`config.mk`:
```
export PLATFORM = sky130hd
export DESIGN_NAME = coherence_bus
export DESIGN_NICKNAME = d
export VERILOG_FILES = /design/src/rtl/coherence_bus_pkg.sv /design/src/rtl/coherence_bus_rr_arb2.sv /design/src/rtl/coherence_bus.sv
export SDC_FILE = /design/constraint.sdc
export NUM_CORES = 1
export LEC_CHECK = 0
export BUFFER_PORTS_ARGS = -buffer_cell sky130_fd_sc_hd__buf_2
export CORE_MARGIN = 2
export CORE_UTILIZATION = 49
export CTS_BUF_LIST = sky130_fd_sc_hd__clkbuf_16
export CTS_CLUSTER_DIAMETER = 30
export CTS_CLUSTER_SIZE = 25
export DETAILED_ROUTE_END_ITERATION = 12
export PLACE_DENSITY = 0.84
export SLEW_MARGIN = 20
export SYNTH_ARGS = -nofsm -noshare
export SYNTH_HDL_FRONTEND = slang
export SYNTH_SLANG_ARGS = --single-unit
export TNS_END_PERCENT = 5
```
`constraint.sdc`:
```
create_clock -name clk -period 4.9 [get_ports clk]
set_clock_uncertainty 0.1 [all_clocks]
set_input_delay 0.735 -clock clk [delete_from_list [all_inputs] [get_ports clk]]
set_output_delay 0.735 -clock clk [all_outputs]
set_load 0.02 [all_outputs]
```
`src/rtl/coherence_bus_pkg.sv`:
```
// Shared bus types for the two-cpu snooping coherence bus: op codes,
// FSM state encoding and cpu_datasel codes.
package common;

  typedef enum logic [1:0] {
    OP_NONE = 2'b00,
    OP_RD   = 2'b01,
    OP_WR   = 2'b10,
    OP_INV  = 2'b11
  } bus_op_t;

  typedef logic [2:0] bus_state_t;

  localparam bus_state_t ST_IDLE  = 3'd0;
  localparam bus_state_t ST_SNOOP = 3'd1;
  localparam bus_state_t ST_RESP  = 3'd2;
  localparam bus_state_t ST_MEM   = 3'd3;
  localparam bus_state_t ST_DONE  = 3'd4;

  localparam logic [1:0] DSEL_NONE  = 2'b00;
  localparam logic [1:0] DSEL_OTHER = 2'b01;
  localparam logic [1:0] DSEL_MEM   = 2'b10;

  // A cpu may raise several miss lines at once; write dominates invalidate dominates read.
  function automatic bus_op_t pick_op(input logic rd, input logic wr, input logic inv);
    if (wr)       return OP_WR;
    else if (inv) return OP_INV;
    else if (rd)  return OP_RD;
    else          return OP_NONE;
  endfunction

endpackage

```
`src/rtl/coherence_bus_rr_arb2.sv`:
```
// Two-way round-robin arbiter; the preference flips to the other cpu
// whenever update is pulsed with a grant.
module rr_arb2 (
  input  logic       clk,
  input  logic       rst_n,
  input  logic [1:0] req,
  input  logic       update,
  output logic [1:0] gnt
);

  logic prio1;  // 1: cpu1 wins a tie

  always_comb begin
    gnt = req;
    if (req[0] && req[1]) gnt = prio1 ? 2'b10 : 2'b01;
  end

  always_ff @(posedge clk or negedge rst_n) begin
    if (!rst_n)                prio1 <= 1'b0;
    else if (update && |gnt)   prio1 <= gnt[0];
  end

endmodule

```
`src/rtl/coherence_bus.sv`:
```
// Snooping bus controller between two cpu caches and unified memory.
// Handshake: a cpu holds its request until grant and drops it the cycle after.
module coherence_bus
  import common::*;
(
  input  logic        clk,
  input  logic        rst_n,
  input  logic        rd_miss0,
  input  logic        rd_miss1,
  input  logic        wr_miss0,
  input  logic        wr_miss1,
  input  logic        inv0,
  input  logic        inv1,
  input  logic [10:0] bico0,
  input  logic [10:0] bico1,
  input  logic        found0,
  input  logic        found1,
  input  logic [15:0] pdata0,
  input  logic [15:0] pdata1,
  input  logic        mem_rdy,
  output logic [12:0] boci,
  output logic        search0,
  output logic        search1,
  output logic        inv_out0,
  output logic        inv_out1,
  output logic        grant0,
  output logic        grant1,
  output logic [1:0]  datasel0,
  output logic [1:0]  datasel1,
  output logic [15:0] odata0,
  output logic [15:0] odata1,
  output logic        mem_re,
  output logic        busy,
  output logic [2:0]  state_dbg
);

  bus_state_t  state;
  logic        cur;  // requester being served: 0 = cpu0, 1 = cpu1
  bus_op_t     op;
  logic [10:0] addr;
  logic [15:0] data;
  logic [1:0]  dsel;

  logic        req0, req1;
  logic [1:0]  arb_req, arb_gnt;
  logic        other_found;
  logic [15:0] other_data;
  logic        snoop, done, kill;

  assign req0 = rd_miss0 | wr_miss0 | inv0;
  assign req1 = rd_miss1 | wr_miss1 | inv1;

  // In DONE the arbiter sees only the served cpu so its pointer moves past it.
  assign arb_req = (state == ST_DONE) ? {cur, ~cur} : {req1, req0};

  assign other_found = cur ? found0 : found1;
  assign other_data  = cur ? pdata0 : pdata1;

  rr_arb2 u_arb (
    .clk    (clk),
    .rst_n  (rst_n),
    .req    (arb_req),
    .update (state == ST_DONE),
    .gnt    (arb_gnt)
  );

  always_ff @(posedge clk or negedge rst_n) begin
    if (!rst_n) begin
      state <= ST_IDLE;
      cur   <= 1'b0;
      op    <= OP_NONE;
      addr  <= '0;
      data  <= '0;
      dsel  <= DSEL_NONE;
    end else begin
      case (state)
        ST_IDLE: if (|arb_gnt) begin
          cur   <= arb_gnt[1];
          op    <= arb_gnt[1] ? pick_op(rd_miss1, wr_miss1, inv1)
                              : pick_op(rd_miss0, wr_miss0, inv0);
          addr  <= arb_gnt[1] ? bico1 : bico0;
          data  <= '0;
          dsel  <= DSEL_NONE;
          state <= ST_SNOOP;
        end
        ST_SNOOP: state <= ST_RESP;
        ST_RESP: begin
          if (op == OP_INV) begin
            dsel  <= DSEL_NONE;
            state <= ST_DONE;
          end else if (other_found) begin
            data  <= other_data;
            dsel  <= DSEL_OTHER;
            state <= ST_DONE;
          end else begin
            state <= ST_MEM;
          end
        end
        ST_MEM: if (mem_rdy) begin
          dsel  <= DSEL_MEM;
          state <= ST_DONE;
        end
        ST_DONE: state <= ST_IDLE;
        default: state <= ST_IDLE;
      endcase
    end
  end

  // Outputs depend only on state and latched registers, never on live requests.
  assign snoop = (state == ST_SNOOP);
  assign done  = (state == ST_DONE);
  assign kill  = (op == OP_WR) || (op == OP_INV);

  assign boci      = snoop ? {op, addr} : 13'h0;
  assign search0   = snoop & cur;
  assign search1   = snoop & ~cur;
  assign inv_out0  = snoop & cur & kill;
  assign inv_out1  = snoop & ~cur & kill;
  assign grant0    = done & ~cur;
  assign grant1    = done & cur;
  assign datasel0  = grant0 ? dsel : DSEL_NONE;
  assign datasel1  = grant1 ? dsel : DSEL_NONE;
  assign odata0    = grant0 ? data : 16'h0;
  assign odata1    = grant1 ? data : 16'h0;
  assign mem_re    = (state == ST_MEM);
  assign busy      = (state != ST_IDLE);
  assign state_dbg = state;

endmodule

```
==> run summary <==
For the worst setup path, the data required time is 4.07 ns. The global-route wire length before repair came out at 9370 µm. The fmax came out at 280.6 MHz.

The post-route fraction of the period consumed by the critical path is 72.73%. The run finished with clean final reports. Of the total power, the share spent switching nets is 42.24%. The critical path is of the reg -> out type.

TritonCTS built the clock tree. The number of buffers added on ports is 124. Cells with a size suffix above 1 make up 42.86% of the layout. When the netlist entered floorplanning its net count stood at 314. The transition time at the pin with the least slew margin came out at 1.119 ns.

The critical path goes through nand3_1 > buf_4 > inv_1 > and2_1 > buf_2. The number of nets in the layout is 429. The count of flip-flops with a built-in enable after synthesis came out at 0.

The sum of overflow across all layers after global routing is 0. The total I/O pin count came out at 125. The worst-case vdd ir drop came out at 0.2926 mV.

The wire length reported by the detailed router came out at 5882 µm. The clock transition at the registers of the reported paths came out at 0.05 ns. The prevailing post-synth register cell is dfrtp_1. The via count of the first global-routing pass is 2048. The number of hold buffers added after cts is 0. The row count came out at 25.

The clock network fraction of total power came out at 16.1%. The number of nets still failing antenna checks after routing came out at 0. The floorplan step set the die width to 72.94 µm. The synthesized netlist contains 41 unique library cells.

The height of the chip is 72.94 µm. The number of buffers added by the clock tree synthesis step is 5. The share of synthesized area occupied by flip-flops and latches came out at 38.69%.

Headroom to the max-slew limit came out at 25.39%. The internal portion of the total power is 1.049 mW. Setup repair after global routing left no endpoint under its margin. The worst-path maximum fanout is 32.

The largest individual stage delay along the critical path comes from the cell dfrtp_1. The sequential share of power is 32.8%. The initial standard-cell utilization of the core is 49.96%.

The number of filler instances in the final layout came out at 393. The leakage power total is 1.658 nW. The core outline area came out at 4661 µm². The cell area after synthesis came out at 2328 µm².

The tightest min-delay check is of the reg -> reg type. The number of failing hold endpoints at the final stage is 0. The internal reg-to-reg setup slack is 2.11 ns.

The max-capacitance violation count is 0. The die covers 5320 µm². The violation count after the first detailed-routing iteration is 159. The number of standard cells after synthesis is 249.

The buffer levels on the longest clock path came out at 2. The half-perimeter wire length of the detailed placement result is 4320 µm. The first detailed-routing pass took 4 iterations. The total count of max-transition violations in the final report came to 0.

The worst setup path is launched from a flip-flop. The maximum number of pins on one net before global-route repair came out at 37. The H-tree depth is 2. Each instance of the synthesized netlist takes up on average 9.351 µm². The total power density per cell area is 592.9 nW/µm². The net switching component of the power is 767.4 µW.

In this run the clock root is driven by a clkbuf_16. The growth of design area from synthesis to finish is 31.60%. In the final routed layout, each cell accounts on average for 14.07 µm. The final instance area came out at 3064 µm². The clock drives 36 sinks. The insertion delay of the later-clocked pin in the worst-skew pair is 0.27 ns. The final weighted congestion of routability-driven global placement is 0.7811. The synthesized design contains 36 register bits. The number of failing setup endpoints in the final timing report came out at 0. After routing, the total negative slack on setup checks comes to 0 ns. Combinational logic burns 51.0% of the power. The number of warnings issued by yosys came out at 0. The proportion of register bits with asynchronous set or reset after synthesis came out at 100.0%. The combined global-route utilization of all metal layers is 22.54%. The detailed-route vias per instance is 5.285.

The number of antenna violations at the first check in global routing is 0. The final routed DRC violation total came out at 0. The overall via count from detail_route is 2209. For the worst setup path, the data arrival time is 2.73 ns. The highest cell delay on the worst timing path came out at 1.08 ns.

The antenna diode instance count is 0. After layout, the minimum clock period comes to 3.564 ns. The post-cts repair resize count came out at 0. The post-CTS setup buffer count is 0. The element type at the critical path end is a primary output. The cell area after placement is 2924 µm².
[routing by layer]
| layer | share of wire [%] | GRT usage, % | vias up | routed length [µm] |
|---|---|---|---|---|
| li1 | - | - | 1084 | - |
| met1 | 45 | 30.15 | 1015 | 2639 |
| met2 | 46 | 36.87 | 104 | 2706 |
| met3 | 8.0 | 5.110 | 6 | 471 |
| met4 | 1.1 | 6.173 | 0 | 64 |
| met5 | 0 | 0 | - | 0 |
[worst max-delay path, delay by kind of cell (launching register included)]
family | cells | cell delay (ns)
AND/OR/NAND/NOR | 2 | 0.36
flip-flops | 1 | 1.08
buffers and inverters | 3 | 0.99
[area by class of cell]
cell class / instances / area, µm² / area share [%]
Clock inverter: 2 / 8.758 / 0.2858
Sequential cell: 36 / 900.9 / 29.40
Inverter: 2 / 7.507 / 0.2450
Tap cell: 54 / 67.56 / 2.205
Clock buffer: 5 / 125.1 / 4.083
Timing Repair Buffer: 127 / 643.1 / 20.99
Multi-Input combinational cell: 192 / 1311 / 42.79
[per-stage QoR]
step	power, mW	std cells	hold WS [ns]	utilization (%)	setup slack (ns)
finish	1.817	418	0.4278	65.75	1.336
global route	1.957	418	0.4496	65.75	1.109
CTS	1.833	418	0.4352	65.61	1.274
detailed placement	1.534	411	0.4195	62.74	1.585
global placement	1.500	411	0.3951	62.74	1.695
floorplan	1.336	249	0.3394	-	2.211
[cell usage after synthesis (4+ instances only)]
master | n | area, µm²
nand3_1 | 13 | 65.06
mux2_4 | 10 | 150.1
dfrtp_1 | 36 | 900.9
clkbuf_1 | 9 | 33.78
a31oi_1 | 11 | 68.82
and2_1 | 49 | 306.5
nor2_1 | 31 | 116.4
o21ai_0 | 14 | 70.07
mux2i_1 | 17 | 170.2
mux2_2 | 7 | 78.83
buf_2 | 4 | 20.02
nand2_1 | 5 | 18.77
[flip-flops by register name, indices dropped and copies added (netlist names)]
name and cells:
addr 11, cur 1, data 16, dsel 2, op 2, state_dbg 3
u_arb.prio1 1
[power groups by stage]
stage	clock network, mW	registers (mW)	logic, mW
after detailed placement	0	0.598	0.936
final	0.293	0.596	0.927
after floorplan	0	0.528	0.807
after CTS	0.299	0.598	0.936
after global routing	0.313	0.623	1.02
after global placement	0	0.594	0.907
[cell families after synthesis]
logic type | after synthesis | synth area share, %
buf+inv | 21 | 5.266
compound gates | 43 | 12.20
mux | 34 | 17.14
flops | 36 | 38.69
simple gates | 115 | 26.71
[layout by cell type, fill, tap and decap left out, drive strengths merged, types with 2 or more instances in the layout]
master	n
inv	3
nor3	3
a21o	2
mux2	17
nor4	2
and2	49
nand2b	2
nand2	5
a31oi	11
nor2	31
dfrtp	36
o21ai	14
mux2i	17
a211oi	2
a21oi	5
nand3	13
or3b	2
clkbuf	5
nor2b	3
buf	127
[path summary, 6_finish.rpt]
| check | endpoint | depth (start not counted) | start |
|---|---|---|---|
| max in group asynchronous | data[1] | 1 | rst_n |
| min | data[7] | 1 | data[7] |
| min reg2reg | data[7] | 1 | data[7] |
| max reg2reg | data[15] | 4 | cur |
| min in group asynchronous | addr[6] | 1 | rst_n |
| max | odata1[14] | 5 | cur |
(Power assumes the default switching activity.)
